===== config.mk =====
export PLATFORM = sky130hd
export DESIGN_NAME = pc_fetch_unit
export DESIGN_NICKNAME = d
export VERILOG_FILES = /design/src/rtl/pc_fetch_unit.sv
export SDC_FILE = /design/constraint.sdc
export NUM_CORES = 1
export LEC_CHECK = 0
export ABC_CLOCK_PERIOD_IN_PS = 11490
export CAP_MARGIN = 20
export CORE_MARGIN = 3
export CORE_UTILIZATION = 55
export CTS_CLUSTER_DIAMETER = 120
export DETAILED_ROUTE_END_ITERATION = 12
export PLACE_DENSITY = 0.91
export SLEW_MARGIN = 20
export SYNTH_ARGS = -nofsm -noshare
export SYNTH_HDL_FRONTEND = slang
export SYNTH_SLANG_ARGS = --single-unit

===== constraint.sdc =====
create_clock -name clk -period 11.49 [get_ports clk]
set_clock_uncertainty 0.1 [all_clocks]
set_input_delay 2.298 -clock clk [delete_from_list [all_inputs] [get_ports clk]]
set_output_delay 2.298 -clock clk [all_outputs]
set_load 0.05 [all_outputs]

===== src/rtl/pc_fetch_unit.sv =====
// pc_fetch_unit: MIPS fetch-address generator with redirect buffering
// and a BOOT/RUN/HALTED single-step FSM.
// Ports:
//   clk, reset        clock, async active-high reset
//   stall, imem_ready hold conditions for the PC
//   branch_taken/imm  conditional branch redirect (word offset)
//   jump/jump_index   J-type redirect
//   jr/jr_target      jump-register redirect
//   halt, resume      single-step control
//   pc, pc_plus4      fetch address and its successor
//   pc_valid, halted  registered FSM status
//   fetch_count       accepted-fetch counter (wraps)
module pc_fetch_unit #(
   parameter logic [31:0] RESET_VECTOR = 32'h0000_0000,
   parameter int          COUNT_W      = 32
) (
   input  logic               clk,
   input  logic               reset,
   input  logic               stall,
   input  logic               imem_ready,
   input  logic               branch_taken,
   input  logic [15:0]        branch_imm,
   input  logic               jump,
   input  logic [25:0]        jump_index,
   input  logic               jr,
   input  logic [31:0]        jr_target,
   input  logic               halt,
   input  logic               resume,
   output logic [31:0]        pc,
   output logic [31:0]        pc_plus4,
   output logic               pc_valid,
   output logic               halted,
   output logic [COUNT_W-1:0] fetch_count
);

   localparam logic [1:0] BOOT   = 2'd0;
   localparam logic [1:0] RUN    = 2'd1;
   localparam logic [1:0] HALTED = 2'd2;

   logic [1:0]  state;
   logic [1:0]  state_nxt;
   logic        pending_valid;
   logic [31:0] pending_target;
   logic        accept;
   logic        redirect;
   logic [31:0] target;
   logic [31:0] next_pc;

   assign pc_plus4 = pc + 32'd4;
   assign accept   = pc_valid & imem_ready & ~stall;
   assign redirect = jr | jump | branch_taken;

   // Redirect sources may overlap; jr outranks jump outranks branch.
   always_comb begin
      target = pc_plus4 + {{14{branch_imm[15]}}, branch_imm, 2'b00};
      if (jr)
         target = {jr_target[31:2], 2'b00};
      else if (jump)
         target = {pc_plus4[31:28], jump_index, 2'b00};
   end

   always_comb begin
      next_pc = pc_plus4;
      if (redirect)
         next_pc = target;
      else if (pending_valid)
         next_pc = pending_target;
   end

   // halt has priority over resume in both RUN and HALTED.
   always_comb begin
      state_nxt = state;
      unique case (state)
         BOOT:    state_nxt = RUN;
         RUN:     if (halt) state_nxt = HALTED;
         HALTED:  if (resume && !halt) state_nxt = RUN;
         default: state_nxt = BOOT;
      endcase
   end

   always_ff @(posedge clk or posedge reset) begin
      if (reset) begin
         state    <= BOOT;
         pc_valid <= 1'b0;
         halted   <= 1'b0;
      end else begin
         state    <= state_nxt;
         pc_valid <= (state_nxt == RUN);
         halted   <= (state_nxt == HALTED);
      end
   end

   // A redirect that cannot be taken now is parked until the next
   // accept; a newer one replaces it.
   always_ff @(posedge clk or posedge reset) begin
      if (reset) begin
         pc             <= RESET_VECTOR;
         fetch_count    <= '0;
         pending_valid  <= 1'b0;
         pending_target <= 32'h0;
      end else if (accept) begin
         pc            <= next_pc;
         fetch_count   <= fetch_count + {{(COUNT_W-1){1'b0}}, 1'b1};
         pending_valid <= 1'b0;
      end else if (redirect) begin
         pending_valid  <= 1'b1;
         pending_target <= target;
      end
   end

endmodule


### After elaboration in Yosys (flattened, before gate mapping)

Cells that the tools add are included.
W data, S select, Z words.

| cells by class | value |
|---|---|
| bitwise logic cells | 6 |
| muxes and demuxes | 9 |
| add/subtract/negate cells | 3 |
| reduce and logical (&&, ||, !) cells | 5 |
| equality and inequality tests | 4 |

Operators by type and width:

| cell | number |
|---|---|
| $mux W32 | 4 |
| $add A32 B1 Y32 const B | 1 |
| $add A32 B3 Y32 const B | 1 |
| $add A32 B32 Y32 | 1 |
| $pmux W2 S3 | 1 |
| $eq A2 B1 Y1 const B | 2 |
| $eq A2 B2 Y1 const B | 2 |
| $mux W2 | 2 |
| $and A1 B1 Y1 | 2 |
| $logic_not A2 Y1 | 1 |
| $mux W1 | 2 |
| $not A1 Y1 | 2 |
| $or A1 B1 Y1 | 2 |
| $reduce_and A2 Y1 | 1 |
| $reduce_bool A2 Y1 | 1 |
| $logic_and A1 B1 Y1 | 1 |
| $logic_not A1 Y1 | 1 |

| word-level totals | value |
|---|---|
| output and inout port bits | 98 |
| logic and storage cells | 34 |
| input bits | 83 |
| register bits after elaboration | 101 |

### Logic depth before layout (Yosys ltp)

Gate-level depths: netlist (run 1).

| depth | value |
|---|---|
| word-level depth | 5 |
| depth in mapped cells | 17 |
| depth with buffers taken out | 16 |

### Worst setup path after synthesis (run 1)

No wires, ideal clock.

| timing path | value |
|---|---|
| path type | register -> output |
| start point | reg pc[2] |
| end point | out pc_plus4[28] |
| required time | 9.092 ns |
| stages on the path, launching flop included | 7 |
| path buffers | 0 |
| path slack | 6.373 ns |
| data arrival time | 2.719 ns |
| path through | dfrtp_1 > ha_1 > nand4_1 > nor2_1 > nand2_1 > nor3_1 > xor2_1 |

| between the ends | value |
|---|---|
| longest elaborated chain between the ends | 1 |

RTL lines:

| what | line | RTL |
|---|---|---|
| start, declared | 29 | `output logic [31:0] pc,` |
| start signal, assigned | 102 | `pc <= next_pc;` |
| $add A32 B3 Y32 | 49 | `assign pc_plus4 = pc + 32'd4;` |
| end, declared | 30 | `output logic [31:0] pc_plus4,` |

Every way passes these cells.

### Worst setup path after layout (run 1)

Same ends and word-level chain as after synthesis.

==> results of run 1 <==
cells in the mapped netlist (all sizes together) (4+ instances only):
library cell / n
o21ai: 71
inv: 17
o31ai: 7
nand4: 20
buf: 9
a22o: 6
a21o: 14
a211oi: 8
a31oi: 14
nor3: 13
nor2b: 12
mux2i: 16
xor2: 27
or2: 4
mux2: 8
nand2b: 17
ha: 37
nand2: 110
xnor2: 56
nand3: 36
o21a: 9
a21oi: 56
o311ai: 4
and3: 17
nor2: 70
and4: 6
o22ai: 4
a22oi: 4
dfrtp: 101
o211ai: 28
clkbuf: 34
report_power, final:
part           leakage (nW)  total, mW  switching, mW  internal (mW)
Combinational          2.68       1.65           1.05          0.598
Clock                 0.142      0.309          0.157          0.153
Sequential             1.25      0.589          0.132          0.457
Total                  4.07       2.55           1.34           1.21
layer usage:
metal	wire length (um)	global-route usage, %	up-vias
li1	-	-	3481
met1	9280	40.7	3577
met2	11100	51.0	399
met3	2020	5.25	63
met4	600	12.0	0
met5	0	0	-
kinds of logic after synthesis:
| logic type | share of synthesized area [%] |
|---|---|
| AOI/OAI and AO/OA | 22.0 |
| xor gates and xnor gates | 10.0 |
| adders and majority gates | 6.50 |
| buffers and inverters | 3.16 |
| DFF | 34.0 |
| muxes | 3.37 |
| and+or+nand+nor | 20.9 |
stage by stage:
stage | hold WS, ns | area [um^2] | util (%) | cells
detailed placement | 0.356 | 9310 | 72.0 | 1188
global placement | 0.349 | 9310 | 72.0 | 1188
global route | 0.394 | 9600 | 74.2 | 1204
CTS | 0.372 | 9600 | 74.2 | 1204
finish | 0.371 | 9600 | 74.2 | 1204
floorplan | 0.338 | 7430 | - | 875
worst reg2reg max path: cells and delay by family (launching register included):
kind,cells,cell delay (ns)
DFF,1,0.52
adders and majority gates,2,0.70
xor gates and xnor gates,2,0.66
AOI/OAI and AO/OA,6,1.01
and+or+nand+nor,6,1.73
flip-flops by register name, summed over array words and instances (netlist names):
name,cells
state,2
pc_valid,1
pc,32
pending_target,32
halted,1
fetch_count,32
pending_valid,1
how the worst max path moves through the flow:
stage	from	endpoint	slack (ns)	cells past startpoint
after floorplan	pc[2]	pc_plus4[28]	6.37	6
after global placement	branch_imm[15]	pc[31]	5.61	10
after detailed placement	branch_imm[15]	pc[31]	5.52	10
after CTS	pc[2]	pc_plus4[28]	5.27	7
after global routing	pc[2]	pc_plus4[28]	5.07	7
final	pc[2]	pc_plus4[28]	5.18	7
final cells by class:
type | count | share of cell area, %
inverters | 17 | 0.691
multi-input cells | 714 | 48.7
flip-flops and latches | 101 | 26.3
repair buffers | 184 | 19.0
well taps | 172 | 2.24
clock buffers | 9 | 2.35
clock inverters | 7 | 0.691
==> flow_metrics.py, run 1 <==
metrics = {
    "worst_setup_path": {
        "largest_driver_fanout_on_the_critical_path": 8,
        "critical_path.endpoint_type": "output port",
        "endpoint_of_the_worst_register_to_register_path": "pc[31]",
        "setup.worst_path.start_class": "register",
        "worst_ep_required_time_ns": 9.09,
        "arrival_ns": 3.91,
        "r2r.worst_path.cells": 16,
        "reg2reg_setup_slack_ns": 6.67,
        "timing.critical_path.buf_inv": 1,
        "crit_path_cell_trace": "ha_1 > nand4_1 > nor2_1 > nand2_1 > nor3_1 > xor2_1 > clkdlybuf4s50_1",
        "r2r-start": "pc[2]",
        "critical_path_class": "register to output port",
        "worst_path_largest_cell_delay_ns": 0.91,
        "critical_path_top_delay_cell": "sky130_fd_sc_hd__clkdlybuf4s50_1",
        "critPathTopFamily": "simple AND/OR/NAND/NOR gates",
    },
    "logic_synthesis": {
        "yosysWarnings": 0,
        "yosys.cell_types.count": 69,
        "synth_top_area_share_pct": 34.0,
        "synth.cell_area_um2": 7430,
        "share_of_flip_flops_with_an_asynchronous_set_or_reset_after_synthesis_pct": 100,
        "syn_inst": 875,
        "netlist_top_cells_area": "sky130_fd_sc_hd__dfrtp_1, sky130_fd_sc_hd__xnor2_1, sky130_fd_sc_hd__ha_1",
        "synthDominantAreaCellType": "sky130_fd_sc_hd__dfrtp_1",
        "synth.avg_cell_area_um2": 8.49,
        "synthFlopType": "sky130_fd_sc_hd__dfrtp_1",
        "post_synthesis_sequential_area_ratio_pct": 34.0,
        "synthesis.nets": 996,
        "synth.ff_latch_count": 101,
        "synth_edf_count": 0,
    },
    "cts": {
        "post_cts_hold_buffer_count": 0,
        "tritoncts": "built",
        "cts_root_buffer": "sky130_fd_sc_hd__clkbuf_16",
        "cts.clk_slew.worst_paths_ns": 0.07,
        "cts_sinks": 101,
        "clock_insertion_delay_worst_skew_ns": 0.37,
        "cts_max_level": 3,
        "ctsResizeCount": 0,
        "tritoncts.num_buffers": 9,
        "clockBufferDepth": 2,
        "cts_setup_buffers": 0,
    },
    "grt": {
        "pin_count_of_the_biggest_net_entering_global_routing": 55,
        "first_pass_grt_wire_length_mm": 36.8,
        "via_count_of_the_first_global_routing_pass": 7282,
        "global_route_overflow": 0,
        "grt_antenna_before_repair": 0,
        "track_usage_pct": 30.9,
    },
    "floorplanning": {
        "die_y_um": 122,
        "die-area_um2": 14900,
        "std_cell_rows": 41,
        "core_area_um2": 12900,
        "die_w_um": 122,
        "floorplan.initialDensity_pct": 57.5,
        "num_io_pins": 181,
    },
    "sta": {
        "finalCritPeriodShare_pct": 54.9,
        "final_hold_viol_count": 0,
        "timing.slew.headroom_pct": 26.3,
        "setup_failing_eps_final": 0,
        "final.min_clock_period_ns": 6.31,
        "clock.fmax_mhz": 159,
        "timing.final.max_slew_violations": 0,
        "rsz_0062_raised_after_global_routing": "no",
        "fin_tns_setup_ns": 0,
        "setup_slack_ns": 5.18,
        "worst_pin_slew_ns": 1.10,
    },
    "detailed_routing": {
        "vias": 7520,
        "final_antenna_net_count": 0,
        "drt_drc_violations_left": 0,
        "routedWlPerCell_um": 19.1,
        "drt-initial-drc-count": 701,
        "viasPerCell": 6.25,
        "drt-total-wl_mm": 23.0,
        "firstDrtPassIters": 5,
    },
    "worst_hold_path": {
        "holdCritStartpoint": "pending_target[15]",
        "hold-path-cell-count": 2,
        "holdPathEnd": "pending_target[15]",
        "hold_path.class": "register to register",
    },
    "power_and_ir_drop": {
        "power.density_cell_area_nw_per_um2": 266,
        "totalPowerFinal_mw": 2.55,
        "maximum_vdd_drop_mv": 0.180,
        "static-leakage-power_nw": 4.07,
    },
    "place": {
        "gpl.final_weighted_congestion": 0.937,
        "pre_cts_slack_ns": 5.52,
        "hpwl_mm": 16.4,
        "io_buffers": 178,
    },
    "cells_and_area": {
        "num-nets-final": 1148,
        "antenna_diode_count": 0,
        "seqCellArea_um2": 2530,
        "syn2layout_area_growth_pct": 29.1,
        "most_common_cell_after_layout_fill_and_taps_aside": "sky130_fd_sc_hd__clkdlybuf4s50_1",
        "multi_input_logic_area_um2": 4670,
        "drive_above_1_share_pct": 5.04,
        "top_library_cells_by_usage_in_the_layout_fill_and_taps_aside": "sky130_fd_sc_hd__clkdlybuf4s50_1, sky130_fd_sc_hd__nand2_1, sky130_fd_sc_hd__dfrtp_1",
        "fill_cells": 982,
    },
    "outcome": {
        "status": "complete, no violations",
    },
    "run": {
        "max-cap-violations": 0,
    },
}
Power figures use the tool's default switching activity.
==> run 2, diff against run 1 <==
--- a/config.mk
+++ b/config.mk
@@ -5,13 +5,13 @@
 export SDC_FILE = /design/constraint.sdc
 export NUM_CORES = 1
 export LEC_CHECK = 0
-export ABC_CLOCK_PERIOD_IN_PS = 11490
+export ABC_CLOCK_PERIOD_IN_PS = 5600
 export CAP_MARGIN = 20
 export CORE_MARGIN = 3
-export CORE_UTILIZATION = 55
+export CORE_UTILIZATION = 46
 export CTS_CLUSTER_DIAMETER = 120
 export DETAILED_ROUTE_END_ITERATION = 12
-export PLACE_DENSITY = 0.91
+export PLACE_DENSITY = 0.81
 export SLEW_MARGIN = 20
 export SYNTH_ARGS = -nofsm -noshare
 export SYNTH_HDL_FRONTEND = slang
==> constraint.sdc (replaced) <==
create_clock -name clk -period 5.6 [get_ports clk]
set_clock_uncertainty 0.1 [all_clocks]
set_input_delay 1.12 -clock clk [delete_from_list [all_inputs] [get_ports clk]]
set_output_delay 1.12 -clock clk [all_outputs]
set_load 0.05 [all_outputs]
==> flow_metrics.py, run 2 (same netlist as run 1, synthesis figures left out) <==
metrics = {
    "worst_hold_path": {
        "holdCritStartpoint": "fetch_count[31]",
        "hold_path.class": "register to register",
        "holdPathEnd": "fetch_count[31]",
        "hold-path-cell-count": 1,
    },
    "sta": {
        "timing.slew.headroom_pct": 28.2,
        "clock.fmax_mhz": 197,
        "setup_failing_eps_final": 0,
        "rsz_0062_raised_after_global_routing": "no",
        "setup_slack_ns": 0.536,
        "timing.final.max_slew_violations": 0,
        "final_hold_viol_count": 0,
        "fin_tns_setup_ns": 0,
        "finalCritPeriodShare_pct": 90.4,
        "worst_pin_slew_ns": 1.07,
        "final.min_clock_period_ns": 5.06,
    },
    "cells_and_area": {
        "seqCellArea_um2": 2530,
        "fill_cells": 1334,
        "largestRegisters": "fetch_count x32, pc x32, pending_target x32",
        "top_library_cells_by_usage_in_the_layout_fill_and_taps_aside": "sky130_fd_sc_hd__clkdlybuf4s50_1, sky130_fd_sc_hd__nand2_1, sky130_fd_sc_hd__dfrtp_1",
        "num-nets-final": 1152,
        "finalCoreUtilization_pct": 62.5,
        "multi_input_logic_area_um2": 4670,
        "drive_above_1_share_pct": 5.21,
        "syn2layout_area_growth_pct": 30.2,
        "most_common_cell_after_layout_fill_and_taps_aside": "sky130_fd_sc_hd__clkdlybuf4s50_1",
        "antenna_diode_count": 0,
    },
    "cts": {
        "cts.clk_slew.worst_paths_ns": 0.08,
        "clockBufferDepth": 2,
        "clock_insertion_delay_worst_skew_ns": 0.36,
        "post_cts_hold_buffer_count": 0,
        "ctsResizeCount": 0,
        "tritoncts": "built",
        "cts_sinks": 101,
        "cts_setup_buffers": 0,
        "cts_max_level": 3,
        "cts_root_buffer": "sky130_fd_sc_hd__clkbuf_16",
        "tritoncts.num_buffers": 9,
    },
    "floorplanning": {
        "floorplan.initialDensity_pct": 48.0,
        "std_cell_rows": 45,
        "core_area_um2": 15500,
        "die-area_um2": 17700,
        "die_w_um": 133,
        "die_y_um": 133,
        "num_io_pins": 181,
    },
    "detailed_routing": {
        "firstDrtPassIters": 5,
        "final_antenna_net_count": 0,
        "drt-total-wl_mm": 23.6,
        "routedWlPerCell_um": 18.9,
        "drt-initial-drc-count": 575,
        "drt_drc_violations_left": 0,
        "viasPerCell": 5.88,
        "vias": 7336,
    },
    "worst_setup_path": {
        "timing.critical_path.buf_inv": 1,
        "endpoint_of_the_worst_register_to_register_path": "pc[31]",
        "reg2reg_setup_slack_ns": 0.78,
        "r2r-start": "pc[2]",
        "worst_path_largest_cell_delay_ns": 0.90,
        "worstSetupPathDepth": 7,
        "r2r.worst_path.cells": 16,
        "largest_driver_fanout_on_the_critical_path": 8,
        "critical_path.endpoint_type": "output port",
        "arrival_ns": 3.84,
        "critical_path_class": "register to output port",
        "critPathTopFamily": "simple AND/OR/NAND/NOR gates",
        "crit_path_cell_trace": "ha_1 > nand4_1 > nor2_1 > nand2_1 > nor3_1 > xor2_1 > clkdlybuf4s50_1",
        "setup.worst_path.start_class": "register",
        "critical_path_top_delay_cell": "sky130_fd_sc_hd__clkdlybuf4s50_1",
        "worst_ep_required_time_ns": 4.38,
    },
    "power_and_ir_drop": {
        "maximum_vdd_drop_mv": 0.391,
        "static-leakage-power_nw": 4.09,
        "power.density_cell_area_nw_per_um2": 542,
    },
    "grt": {
        "grt_antenna_before_repair": 0,
        "pin_count_of_the_biggest_net_entering_global_routing": 73,
        "track_usage_pct": 26.3,
        "first_pass_grt_wire_length_mm": 37.8,
        "global_route_overflow": 0,
        "via_count_of_the_first_global_routing_pass": 7154,
    },
    "place": {
        "pre_cts_slack_ns": 0.911,
        "io_buffers": 178,
        "gpl.final_weighted_congestion": 0.927,
        "hpwl_mm": 17.5,
    },
    "outcome": {
        "status": "complete, no violations",
    },
    "run": {
        "max-cap-violations": 0,
    },
}
==> run 2: cell count changes in the layout (fill, tap and decap cells not counted), sizes merged <==
| cell | delta |
|---|---|
| buf | +4 |
| clkbuf | +1 |
| clkinv | +1 |
| inv | -2 |
==> run 2: cell type report <==
cell class              instances  area share, %
clock inverters                 6          0.556
flip-flops and latches        101           26.1
well taps                     211           2.73
repair buffers                188           19.1
clock buffers                  10           2.47
multi-input cells             714           48.3
inverters                      17          0.685
==> run 2: stage by stage <==
stage                     instance area, um^2  hold slack (ns)  total power, mW  cells
final                                    9680            0.371             5.25   1247
after global routing                     9680            0.388             5.55   1247
after CTS                                9680            0.373             5.24   1247
after detailed placement                 9380            0.357             4.59   1231
after global placement                   9380            0.351             4.54   1231
after floorplan                          7430            0.338             3.56    875
==> run 2: how the worst max path moves through the flow <==
stage | slack [ns] | endpoint | startpoint
final | 0.54 | pc_plus4[28] | pc[2]
after global placement | 0.99 | pc[24] | branch_imm[0]
after floorplan | 0.67 | pc[31] | pc[2]
after global routing | 0.34 | pc_plus4[28] | pc[2]
after CTS | 0.56 | pc_plus4[28] | pc[2]
after detailed placement | 0.91 | pc[31] | pc[2]
==> run 2: where the power goes <==
part	internal (mW)	switching [mW]
Combinational	1.23	2.19
Sequential	0.938	0.264
Clock	0.321	0.306
==> run 2: metal layers <==
layer | up-vias | wire [um] | part of all wire (%) | GRT usage, %
li1 | 3470 | - | - | -
met1 | 3534 | 10300 | 43 | 35.3
met2 | 294 | 11200 | 48 | 42.8
met3 | 38 | 1650 | 7.0 | 5.25
met4 | 0 | 465 | 2.0 | 8.46
met5 | - | 0 | 0 | 0
